===== src/rtl/fetch_queue.sv =====
// Prefetching instruction fetch unit: issues sequential imem reads ahead of the core and
// buffers returned instructions with their PCs in a ready/valid queue, flushed on redirect.
module fetch_queue #(
    parameter int                ADDR_W   = 32,
    parameter int                IMEM_AW  = 14,
    parameter int                DEPTH    = 4,
    parameter int                LAT      = 1,
    parameter logic [ADDR_W-1:0] RESET_PC = '0
) (
    input  logic                       clk,
    input  logic                       rstn,
    output logic [IMEM_AW-1:0]         a_inst,
    input  logic [31:0]                d_inst,
    input  logic                       redirect,
    input  logic [ADDR_W-1:0]          redirect_pc,
    output logic                       out_valid,
    input  logic                       out_ready,
    output logic [31:0]                out_inst,
    output logic [ADDR_W-1:0]          out_pc,
    output logic [$clog2(DEPTH):0]     count
);

    localparam int PW    = $clog2(DEPTH);
    localparam int CW    = PW + 1;
    localparam int OCC_W = CW + 2;

    logic [ADDR_W-1:0] fpc;
    logic [LAT-1:0]    pv;
    logic [ADDR_W-1:0] ppc [LAT];

    logic [31:0]       q_inst [DEPTH];
    logic [ADDR_W-1:0] q_pc   [DEPTH];
    logic [PW-1:0]     head;
    logic [PW-1:0]     tail;

    logic [OCC_W-1:0]  inflight;
    logic [OCC_W-1:0]  occupancy;
    logic              issue;
    logic              enq;
    logic              deq;

    // Credit is taken from registered occupancy only, so the queue can never overflow.
    always_comb begin
        inflight = '0;
        for (int i = 0; i < LAT; i++) begin
            inflight = inflight + {{(OCC_W-1){1'b0}}, pv[i]};
        end
        occupancy = {{(OCC_W-CW){1'b0}}, count} + inflight;
        issue     = rstn && !redirect && (occupancy < OCC_W'(DEPTH));
        enq       = pv[LAT-1];
        deq       = out_valid && out_ready;
    end

    assign a_inst    = fpc[IMEM_AW+1:2];
    assign out_valid = (count != '0);
    assign out_inst  = q_inst[head];
    assign out_pc    = q_pc[head];

    always_ff @(posedge clk) begin
        if (!rstn) begin
            fpc   <= RESET_PC & ~ADDR_W'(3);
            pv    <= '0;
            head  <= '0;
            tail  <= '0;
            count <= '0;
            for (int i = 0; i < LAT; i++) begin
                ppc[i] <= '0;
            end
            for (int i = 0; i < DEPTH; i++) begin
                q_inst[i] <= '0;
                q_pc[i]   <= '0;
            end
        end else if (redirect) begin
            // Everything queued or in flight is stale; a same-cycle handshake is simply dropped.
            fpc   <= redirect_pc & ~ADDR_W'(3);
            pv    <= '0;
            head  <= '0;
            tail  <= '0;
            count <= '0;
        end else begin
            pv[0]  <= issue;
            ppc[0] <= fpc;
            for (int i = 1; i < LAT; i++) begin
                pv[i]  <= pv[i-1];
                ppc[i] <= ppc[i-1];
            end
            if (issue) begin
                fpc <= fpc + ADDR_W'(4);
            end
            if (enq) begin
                q_inst[tail] <= d_inst;
                q_pc[tail]   <= ppc[LAT-1];
                tail         <= tail + PW'(1);
            end
            if (deq) begin
                head <= head + PW'(1);
            end
            case ({enq, deq})
                2'b10:   count <= count + CW'(1);
                2'b01:   count <= count - CW'(1);
                default: count <= count;
            endcase
        end
    end

endmodule

===== config.mk =====
export PLATFORM = sky130hd
export DESIGN_NAME = fetch_queue
export DESIGN_NICKNAME = d
export VERILOG_FILES = /design/src/rtl/fetch_queue.sv
export SDC_FILE = /design/constraint.sdc
export NUM_CORES = 1
export LEC_CHECK = 0
export ABC_AREA = 1
export BUFFER_PORTS_ARGS = -buffer_cell sky130_fd_sc_hd__buf_2
export CELL_PAD_IN_SITES_DETAIL_PLACEMENT = 1
export CELL_PAD_IN_SITES_GLOBAL_PLACEMENT = 1
export CORE_MARGIN = 10
export CORE_UTILIZATION = 30
export DETAILED_ROUTE_END_ITERATION = 8
export HOLD_SLACK_MARGIN = 0.12
export PLACE_DENSITY_LB_ADDON = 0.1
export SYNTH_ARGS = -nofsm -noshare
export SYNTH_HDL_FRONTEND = slang
export SYNTH_SLANG_ARGS = --single-unit

===== constraint.sdc =====
create_clock -name clk -period 6.29 [get_ports clk]
set_clock_uncertainty 0.2 [all_clocks]
set_input_delay 1.887 -clock clk [delete_from_list [all_inputs] [get_ports clk]]
set_output_delay 1.887 -clock clk [all_outputs]
set_load 0.02 [all_outputs]

==> run summary <==
Top post-synthesis cells by area - edfxtp_1, nor2_1, o21ai_0
Unrepaired setup endpoints after global routing - no
Placement Cell Area - 0.01533 mm^2
Crit path DAT - 2.57 ns
Mux cell area share after synthesis - 0%
Worst r2r src - enq
Sink Count - 318
CTS max path bufs - 3
CTS clk-pin slew, worst paths - 0.05 ns
Most frequent cells in the layout - nor2_1, edfxtp_1, o21ai_0
Initial drt markers - 586
Initial antenna violation count - 0
Fmax - 214.7 MHz
DIE WIDTH - 236.5 um
Simple-gate share of the synthesized area - 17.43%
Syn Inst Count - 1449
PD cells - 296.5 mW/mm^2
Vias - 10284
Routability cong. - 0.7099
Crit end category - output port
Clk root buf - clkbuf_16
Largest net degree at the start of global routing - 81
Compound-Gate Fraction of Synth Area - 9.947%
# DRC - 0
Outcome - complete, no violations
Antenna viol nets, final - 0
# setup viols final - 0
Critical-path maximum fanout - 47
Post-route minimum period - 4.657 ns
Max Slew Vio Count - 0
TNS Setup - 0 ns
First-pass GRT wire length - 66160 um
R2r endpoint - q_pc[1][25]
Drt wl/cell - 19.59 um
Most common cell after layout, fill and taps aside - nor2_1
Worst rel slew slack - 27.40%
Avg Inst Size Synth - 9.706 um^2
IO Port Bufs - 145
Post-CTS setup buffers - 0
FF-to-FF path depth - 5
Synth top area share - 59.36%
Peak supply drop - 0.0001592 V
GRT Overall Usage - 15.06%
WL final - 42940 um
CP required - 4.20 ns
Flops & latches, synth - 318
HPWL after DPL - 24840 um
TritonCTS Buffers - 39
Core Box Area - 0.04646 mm^2
Hold Path Origin - head[1]
Drt pass-1 iters - 4
Final instance area - 0.01652 mm^2
Synth Area in Adders - 0.3203%
Largest family of logic cells by synthesized area - simple AND/OR/NAND/NOR gates
Via density - 4.692
Leak - 0.006481 uW
Slew @ Worst Pin - 1.089 ns
CTS resizes - 0
Nets@finish - 1629
Unique masters post-synth - 29
XOR/XNOR share of the synthesized area - 0.3114%
CP Class - reg2out
CTS hold repair buffers - 0
Sequential fraction of the synthesis area - 65.05%
Vias in the first global route - 11151
Initial Utilization - 30.27%
Reg2reg setup slack - 4.02 ns
Cell Area, Synth - 0.01406 mm^2
Row Count - 79
Worst hold path class - reg2reg
Ys Warns - 0
Largest area contributor in the netlist - edfxtp_1
Layout cell share with drive strength beyond 1 - 14.70%
Die height - 236.5 um
Clk_lat worst skew - 0.54 ns
Diode count - 0
Die area - 0.05594 mm^2
Layout area overhead - 17.49%
Final Hold Viols - 0
Period utilization - 74.04%
H-tree lvl count - 2
Max cap viols - 0
Overflow after GRT - 0
Critical Path Source Type - flop
Hold Crit Depth - 2
CTS tree - done
I/O pins - 150
-- state kept, by name, summed over array words and instances (netlist names), named ones only --
name and cells:
count 3, enq 1, fpc 30, head 2, ppc 30, q_inst 128
q_pc 120, tail 2
-- Yosys cell counts --
master,instances
nor3_1,2
nor2_1,445
inv_1,136
edfxtp_1,278
inv_2,4
buf_2,17
o21ai_0,162
a31oi_1,3
clkbuf_2,1
o22ai_1,63
a21oi_1,32
and2_1,4
nor2_2,2
nand2_2,2
ha_1,2
nand3_1,43
xor2_1,5
nand2_1,122
buf_1,5
nor2_8,1
dfxtp_1,40
nand3_2,1
o211ai_1,2
nor2_4,1
conb_1,1
clkbuf_1,56
buf_4,17
nand4_1,1
fa_1,1
-- worst max-delay path, stage by stage, from the launching register on --
cell and delay, ns:
dfxtp_4 0.70, buf_4 0.52, o21ai_0 0.19, o22ai_1 0.32, buf_2 0.23
-- report_power, final --
| part | leakage, uW | switching, uW | internal [uW] |
|---|---|---|---|
| sequential | 0.00322 | 41.6 | 2390 |
| clock | 0.000580 | 873 | 1250 |
| combinational | 0.00268 | 253 | 93.0 |
| total | 0.00648 | 1170 | 3730 |
-- per-stage QoR --
| stage | hold WS [ns] | setup WS [ns] | utilization (%) | power, uW | std cells |
|---|---|---|---|---|---|
| 6_report | 0.2661 | 1.633 | 35.57 | 4899 | 2192 |
| 3_5_place_dp | 0.2572 | 1.328 | 32.99 | 2831 | 2124 |
| 4_1_cts | 0.2672 | 1.509 | 35.57 | 4990 | 2192 |
| 5_1_grt | 0.2970 | 1.444 | 35.57 | 5113 | 2192 |
| 2_1_floorplan | 0.2356 | 0.5161 | - | 2677 | 1450 |
| 3_3_place_gp | 0.2486 | 1.341 | 32.99 | 2825 | 2124 |
-- layer usage --
layer,vias up,GRT usage (%),part of all wire (%)
li1,5035,-,-
met1,5065,18.92,45
met2,144,25.89,49
met3,40,3.439,4.3
met4,0,3.223,1.4
met5,-,0,0
-- cells by family after synthesis --
kind of cell,Yosys count
compound gates,262
xor+xnor,5
other cells,1
simple gates,624
flops,318
fa+ha+maj,3
buf+inv,236
-- worst max-delay path by stage --
stage               start           end  slack (ns)
floorplan            rstn  q_inst[3][0]        0.52
global placement     rstn  q_inst[2][4]        1.34
detailed placement   rstn   q_pc[2][15]        1.33
CTS                  flop    out_pc[15]        1.51
global route         flop  out_inst[31]        1.44
finish               flop     out_pc[7]        1.63
-- final cells by class --
type                    count  area [um^2]
clock buffers              54         1094
inverters                 140        526.8
multi-input cells         896         3989
clock inverters            14        102.6
well taps                 607        759.5
fillers                  5311        29930
flip-flops and latches    318         9154
repair buffers            163        898.4
(Power assumes the default switching activity.)
